[src/rtl/md_pkg.sv]
// Shared definitions for the HILO multiply/divide issue path: op encodings,
// controller states and default unit latencies.
package md_pkg;

  typedef enum logic [2:0] {
    OP_MULU = 3'd0,
    OP_MUL  = 3'd1,
    OP_DIVU = 3'd2,
    OP_DIV  = 3'd3
  } md_op_e;

  typedef enum logic {
    IDLE = 1'b0,
    RUN  = 1'b1
  } md_state_e;

  localparam int CNT_W       = 4;
  localparam int MUL_LAT_DEF = 5;
  localparam int DIV_LAT_DEF = 10;

  function automatic logic op_is_legal(input logic [2:0] op);
    return op <= OP_DIV;
  endfunction

  function automatic logic op_is_div(input logic [2:0] op);
    return (op == OP_DIVU) || (op == OP_DIV);
  endfunction

endpackage

[src/rtl/md_lat_counter.sv]
// Loadable 4-bit down-counter tracking the remaining busy cycles of the
// multiply/divide unit. zero_next flags that the next edge ends the run.
module md_lat_counter
  import md_pkg::*;
(
  input  logic             clk,
  input  logic             reset,
  input  logic             load,
  input  logic [CNT_W-1:0] load_val,
  input  logic             dec,
  output logic             zero_next
);

  logic [CNT_W-1:0] cnt_reg;
  logic [CNT_W-1:0] cnt_next;

  always_ff @(posedge clk or negedge reset) begin
    if (!reset) begin
      cnt_reg <= '0;
    end else begin
      cnt_reg <= cnt_next;
    end
  end

  // Saturate at zero so a stray decrement can never wrap the count.
  always_comb begin
    cnt_next = cnt_reg;
    if (load) begin
      cnt_next = load_val;
    end else if (dec && (cnt_reg != '0)) begin
      cnt_next = cnt_reg - 1'b1;
    end
  end

  assign zero_next = dec & ~load & (cnt_reg == CNT_W'(1));

endmodule

[src/rtl/md_issue_ctrl.sv]
// Issue controller for the HILO multiply/divide unit: launches ops, tracks
// their latency, stalls D-stage HI/LO users and flags bad requests.
module md_issue_ctrl
  import md_pkg::*;
#(
  parameter int MUL_LAT = MUL_LAT_DEF,
  parameter int DIV_LAT = DIV_LAT_DEF
) (
  input  logic        clk,
  input  logic        reset,
  input  logic        e_md_req,
  input  logic [2:0]  e_md_op,
  input  logic        e_mthi,
  input  logic        e_mtlo,
  input  logic [31:0] e_divisor,
  input  logic        d_md_use,
  output logic        md_start,
  output logic [2:0]  md_op,
  output logic        hi_write,
  output logic        lo_write,
  output logic        busy,
  output logic        stall_d,
  output logic        dz_flag,
  output logic        proto_err
);

  if (MUL_LAT < 1 || MUL_LAT > 15) begin : g_bad_mul_lat
    $error("md_issue_ctrl: MUL_LAT must be in 1..15");
  end
  if (DIV_LAT < 1 || DIV_LAT > 15) begin : g_bad_div_lat
    $error("md_issue_ctrl: DIV_LAT must be in 1..15");
  end

  localparam logic [CNT_W-1:0] MUL_LD = CNT_W'(MUL_LAT);
  localparam logic [CNT_W-1:0] DIV_LD = CNT_W'(DIV_LAT);

  md_state_e state_reg;
  md_state_e state_next;

  logic             op_legal;
  logic             div_by_zero;
  logic             launch;
  logic             run_done;
  logic [CNT_W-1:0] lat_val;

  always_ff @(posedge clk or negedge reset) begin
    if (!reset) begin
      state_reg <= IDLE;
    end else begin
      state_reg <= state_next;
    end
  end

  assign op_legal    = op_is_legal(e_md_op);
  assign div_by_zero = op_is_div(e_md_op) && (e_divisor == 32'd0);
  assign lat_val     = op_is_div(e_md_op) ? DIV_LD : MUL_LD;

  always_comb begin
    state_next = state_reg;
    launch     = 1'b0;
    case (state_reg)
      IDLE: begin
        if (e_md_req && op_legal && !div_by_zero) begin
          launch     = 1'b1;
          state_next = RUN;
        end
      end
      RUN: begin
        if (run_done) begin
          state_next = IDLE;
        end
      end
      default: state_next = IDLE;
    endcase
  end

  md_lat_counter u_lat_counter (
    .clk      (clk),
    .reset    (reset),
    .load     (launch),
    .load_val (lat_val),
    .dec      (busy),
    .zero_next(run_done)
  );

  assign busy     = (state_reg == RUN);
  assign md_start = launch;
  assign md_op    = launch ? e_md_op : 3'd0;
  assign dz_flag  = ~busy & e_md_req & op_legal & div_by_zero;

  // An md request outranks mthi, which outranks mtlo; losers are dropped.
  assign hi_write = e_mthi & ~e_md_req & ~busy;
  assign lo_write = e_mtlo & ~e_mthi & ~e_md_req & ~busy;

  assign proto_err = (busy & (e_md_req | e_mthi | e_mtlo))
                   | (~busy & e_md_req & ~op_legal)
                   | (e_md_req & (e_mthi | e_mtlo))
                   | (e_mthi & e_mtlo);

  assign stall_d = d_md_use & (busy | launch);

endmodule

[config.mk]
export PLATFORM = sky130hd
export DESIGN_NAME = md_issue_ctrl
export DESIGN_NICKNAME = d
export VERILOG_FILES = /design/src/rtl/md_pkg.sv /design/src/rtl/md_lat_counter.sv /design/src/rtl/md_issue_ctrl.sv
export SDC_FILE = /design/constraint.sdc
export NUM_CORES = 1
export LEC_CHECK = 0
export CAP_MARGIN = 20
export CORE_MARGIN = 2
export CORE_UTILIZATION = 32
export CTS_BUF_LIST = sky130_fd_sc_hd__clkbuf_4 sky130_fd_sc_hd__clkbuf_8 sky130_fd_sc_hd__clkbuf_16
export DETAILED_ROUTE_END_ITERATION = 12
export PLACE_DENSITY = 0.8
export RECOVER_POWER = 100
export SLEW_MARGIN = 20
export SYNTH_ARGS = -nofsm -noshare
export SYNTH_HDL_FRONTEND = slang
export SYNTH_SLANG_ARGS = --single-unit
[constraint.sdc]
create_clock -name clk -period 1.9 [get_ports clk]
set_clock_uncertainty 0.2 [all_clocks]
set_input_delay 0.19 -clock clk [delete_from_list [all_inputs] [get_ports clk]]
set_output_delay 0.19 -clock clk [all_outputs]
set_load 0.005 [all_outputs]
After elaboration in Yosys (flattened, before gate mapping)
Cells that the tools add are included.
Widths: inputs -> output; s select.
{"block": "word_totals", "ff_bits": 5, "in_bits": 41, "output_inout_bits": 10, "word_cells": 51}
{"block": "op_classes", "n_addsub": 1, "order_cmp": 1, "n_eq_ne": 3, "mux": 8, "bitwise_logic": 27, "n_reduce_logical": 9}
{"cell": "$logic_not 32->1", "n": 1}
{"cell": "$and 1x1->1", "n": 15}
{"cell": "$mux 4", "n": 3}
{"cell": "$or 1x1->1", "n": 7}
{"cell": "$eq 3x2->1 const B", "n": 2}
{"cell": "$not 1->1", "n": 5}
{"cell": "$eq 4x1->1 const B", "n": 1}
{"cell": "$logic_and 1x1->1", "n": 4}
{"cell": "$reduce_bool 4->1", "n": 1}
{"cell": "$sub 4x1->4 const B", "n": 1}
{"cell": "$le 3x2->1 const B", "n": 1}
{"cell": "$mux 1", "n": 3}
{"cell": "$mux 3", "n": 1}
{"cell": "$pmux 1 s2", "n": 1}
{"cell": "$reduce_bool 2->1", "n": 1}
{"cell": "$logic_not 1->1", "n": 1}
{"cell": "$logic_or 1x1->1", "n": 1}

Depth between registers and ports, before layout
{"block": "depth", "depth_word": 12, "mapped_depth": 5}

By module
A second synthesis with hierarchy kept.
{"block": "hier_totals", "hier_cells": 65, "hier_area_um2": 521.8}
{"mod": "md_lat_counter", "instances": 1, "cells_per_inst": 32, "area_per_inst_um2": 285.3}
{"mod": "md_issue_ctrl", "instances": 1, "cells_per_inst": 33, "area_per_inst_um2": 236.5}

Worst setup path before layout
OpenSTA, ideal clock, no wires.
{"block": "synth_path", "path_type": "input -> register", "startpoint": "input e_divisor[4]", "endpoint": "register u_lat_counter.cnt_reg[2]", "setup_ns": 0.118, "arrival_ns": 1.358, "setup_slack_ns": 0.224, "path_stages": 5, "n_path_buf": 0, "cell_sequence": "nor4_1 -> nand2_1 -> o41ai_4 -> nor2_2 -> o2bb2a_4"}
{"block": "synth_via", "elab_chain_cells": 7, "elab_cells_between_ends": 8}
{"item": "start: declaration", "line": "md_issue_ctrl.sv:15", "source": "input logic [31:0] e_divisor,"}
{"item": "$logic_not 32->1 (*)", "line": "md_issue_ctrl.sv:55", "source": "assign div_by_zero = op_is_div(e_md_op) && (e_divisor == 32'd0);"}
{"item": "$logic_and 1x1->1 (*)", "line": "md_issue_ctrl.sv:55"}
{"item": "$logic_not 1->1 (*)", "line": "md_issue_ctrl.sv:63", "source": "if (e_md_req && op_legal && !div_by_zero) begin"}
{"item": "$logic_and 1x1->1 (*)", "line": "md_issue_ctrl.sv:63"}
{"item": "$mux 1 (*)", "line": "md_issue_ctrl.sv:63"}
{"item": "$mux 1 (*)", "line": "md_issue_ctrl.sv:61", "source": "case (state_reg)"}
{"item": "$mux 4 / $reduce_bool 2->1 (equally long branches)"}
{"item": "end signal: assignment", "line": "md_lat_counter.sv:21", "source": "cnt_reg <= cnt_next;"}
{"item": "end: declaration", "line": "md_lat_counter.sv:14", "source": "logic [CNT_W-1:0] cnt_reg;"}
Mark *: on every way between the ends. The rest lies on a longest branch, timed or not.
A chain may end at the register's enable or synchronous reset.

Worst setup path in the final report
{"block": "layout_path", "startpoint": "register state_reg (netlist: busy)", "endpoint": "register u_lat_counter.cnt_reg[1]"}
{"block": "layout_via", "elab_chain_cells": 2, "elab_cells_between_ends": 4}
{"item": "start: declaration", "line": "md_issue_ctrl.sv:37", "source": "md_state_e state_reg;"}
{"item": "start signal: assignment", "line": "md_issue_ctrl.sv:50", "source": "state_reg <= state_next;"}
{"item": "$mux 1 / $logic_and 1x1->1 (equally long branches)", "line": "md_issue_ctrl.sv:61, md_lat_counter.sv:30"}
{"item": "$mux 4 / $reduce_bool 2->1 (equally long branches)"}
Several ways; a longest one is shown, not always the timed one.

==> run metrics <==
Final Max Tran Viols=0; outcome=finished clean; mapped cell area=between 600 and 700 µm²; vias in the first global route=a little over 800; Post-synth EDFFs=0; ANT nets after route=0; nets@finish=between 150 and 200; most used flip-flop cell after synthesis=dfrtp_1; CTS tree=done; RSZ-0062 raised after global routing=true; setup TNS=0 ps; Port Buffers=between 40 and 50; crit path capture type=flop; dpl hpwl=between 1.5 and 2 mm; crit path launch=busy$_DFF_PN0_; Num CTS Buffers=3; residual DRC count=0; worst skew pair latency=approximately 240 ps; Synth Net Count=approximately 110; critical-path maximum fanout=8; Fmax=between 500 and 600 MHz; Buf/Inv on CP=2; Initial Util=35.04%; register area share after synthesis=between 20% and 30%; Reg power frac=23.9%; num rows=15; combinational share of power=between 60% and 70%; min Tclk post-route=around 1900 ps; initial antenna violation count=0; DRT Pass-1 Iters=4; Total Power=1.026 mW; area of the multi-input gates=between 500 and 600 µm²; CP top delay family=simple AND/OR/NAND/NOR gates; first-pass GRT wire length=approximately 3.6 mm; clock buffer depth=2; Synth cell types=33; leakage=~0.61 nW; Worst Path Class, Setup=flop to flop; CP Data Required Time=approximately 1800 ps; Mapped Cells=68; largest net degree at the start of global routing=9; clock transition at the registers of the reported paths=40 ps; CTS Sinks=5; Die Y=47.95 µm; Fin Hold WS=between 300 and 400 ps; max FFs per register=4; Sequential Area=approximately 130 µm²; Total Wirelength=between 2 and 3 mm; clock power share=between 10% and 20%; Final Setup Violations=0; RR Startpoint=busy$_DFF_PN0_; Initial DRC Count=12; Hold Path Class=input port to flop; ant diodes=0; via count=about 850; Die X=~48 µm; Reg2Reg Depth=6; max-cap viol count=0; share of post-route cells with drive strength above 1=48.57%; P_int=about 0.60 mW; ys async rst share=100.0%; die area=approximately 2300 µm²; P per Cell Area=slightly below 800 nW/µm²; htree depth=1; worst path arrival time=between 1500 and 2000 ps; Ys Warns=0; reg-to-reg endpoint=u_lat_counter.cnt_reg[1]$_DFFE_PN0P_; final period utilization=98.90%; Psw=~0.42 mW; Avg Inst Size Synth=9.090 µm²; GR Overflow Total=0; switch share=roughly two fifths; GRT Overall Usage=23.28%; RD Place Congestion=0.8158; WL/cell=~17 µm; Critical-path top delay cell=dfrtp_2; vias per cell=roughly 5.1; Levels on crit path=6; commonest cells after routing, fill and taps aside=buf_4 (13), buf_2 (12), dlygate4sd2_1 (11); count of final hold-check violations=0; Worst Setup Start Kind=flop; core area=~1800 µm²; Area Growth Syn to Fin=115.0%; root buf cell=clkbuf_4; flip-flop and latch count after synthesis=5; I/O pin count=51; critical path endpoint=u_lat_counter.cnt_reg[1]$_DFFE_PN0P_; Cell Chain, Critical Path=buf_4 -> clkbuf_4 -> nor3b_2 -> and2_1 -> or2_4 -> o31ai_2; worst vdd ir=~770 µV; max incr delay on CP=420 ps; commonest non-fill, non-tap cell in the layout=buf_4; # fillers=129; r2r setup slk=between 20 and 25 ps
[cells by family (layout without fill, tap and decap cells)]
logic type	count (synthesis)	count (layout)	share of synthesized area, %
flip-flops	5	5	20.24
adder cells (fa/ha/maj)	2	2	4.048
buffers and inverters	4	76	3.239
AND/OR/NAND/NOR	40	40	50.41
AO/OA/AOI/OAI	16	16	21.46
other	1	1	0.6067
[stage by stage]
stage               cells  utilization [%]  worst slack (ps)  instance area (µm²)
finish                165            75.32             20.85                 1329
global route          165            75.32            -47.32                 1329
CTS                   166            73.76            -35.78                 1301
detailed placement    153            69.43            -616.5                 1225
global placement      153            69.43            -565.0                 1225
floorplan              68                -             223.6                618.1
[power groups by stage]
stage / logic [mW] / clock network, mW / registers, mW
floorplan: 0.323 / 0 / 0.220
global placement: 0.549 / 0 / 0.246
detailed placement: 0.567 / 0 / 0.250
CTS: 0.595 / 0.142 / 0.232
global route: 0.702 / 0.141 / 0.250
finish: 0.646 / 0.135 / 0.245
[synthesized netlist by cell type, types with 2 or more instances]
library cell  number  share of area, %
a21oi_1            4               3.2
dfrtp_1            5                20
ha_1               2               4.0
inv_1              2               1.2
nand2_1            2               1.2
nand2b_1           3               3.0
nor2_1             9               5.5
nor2b_1            2               2.0
nor3_1             2               1.6
nor3b_1            2               2.4
nor4_1             3               3.0
nor4_2             4               8.1
nor4_4             2               6.9
nor4b_2            2               4.9
o21ai_1            3               2.4
o31ai_1            4               4.9
[worst reg2reg max path, cell delays in order, from the launching register on]
cell and delay [ps]:
dfrtp_2 420, buf_4 180, clkbuf_4 140, nor3b_2 160, and2_1 170, or2_4 250
o31ai_2 250
[layer usage]
| metal | wire, µm | up-vias | track usage (%) |
|---|---|---|---|
| met4 | 12 | 0 | 11.35 |
| met2 | 1404 | 30 | 39.73 |
| li1 | - | 403 | - |
| met3 | 210 | 2 | 3.019 |
| met5 | 0 | - | 0 |
| met1 | 1142 | 414 | 28.54 |
[worst min-delay path by stage]
stage	depth (start not counted)	end	slack, ps	startpoint
CTS	2	u_lat_counter.cnt_reg[3]$_DFFE_PN0P_	330	u_lat_counter.cnt_reg[3]$_DFFE_PN0P_
detailed placement	1	busy$_DFF_PN0_	220	reset
global route	5	u_lat_counter.cnt_reg[2]$_DFFE_PN0P_	400	e_md_op[1]
finish	5	u_lat_counter.cnt_reg[2]$_DFFE_PN0P_	370	e_md_op[1]
global placement	1	busy$_DFF_PN0_	220	reset
floorplan	0	busy$_DFF_PN0_	-310	reset
[repair_timing]
action	4_1_cts	5_1_grt
hold buffers	1	0
gates cloned	0	0
setup endpoints to repair	12	9
pin swaps	18	12
endpoints found under the hold margin	5	0
setup buffers	8	1
resized for setup	116	22
[cell type report]
| cell class | count | share of cell area, % |
|---|---|---|
| repair buffers | 70 | 42.84 |
| multi-input cells | 59 | 42.47 |
| flip-flops and latches | 5 | 9.510 |
| well taps | 25 | 2.354 |
| clock buffers | 4 | 2.260 |
| inverters | 2 | 0.5650 |
Power figures use the tool's default switching activity.
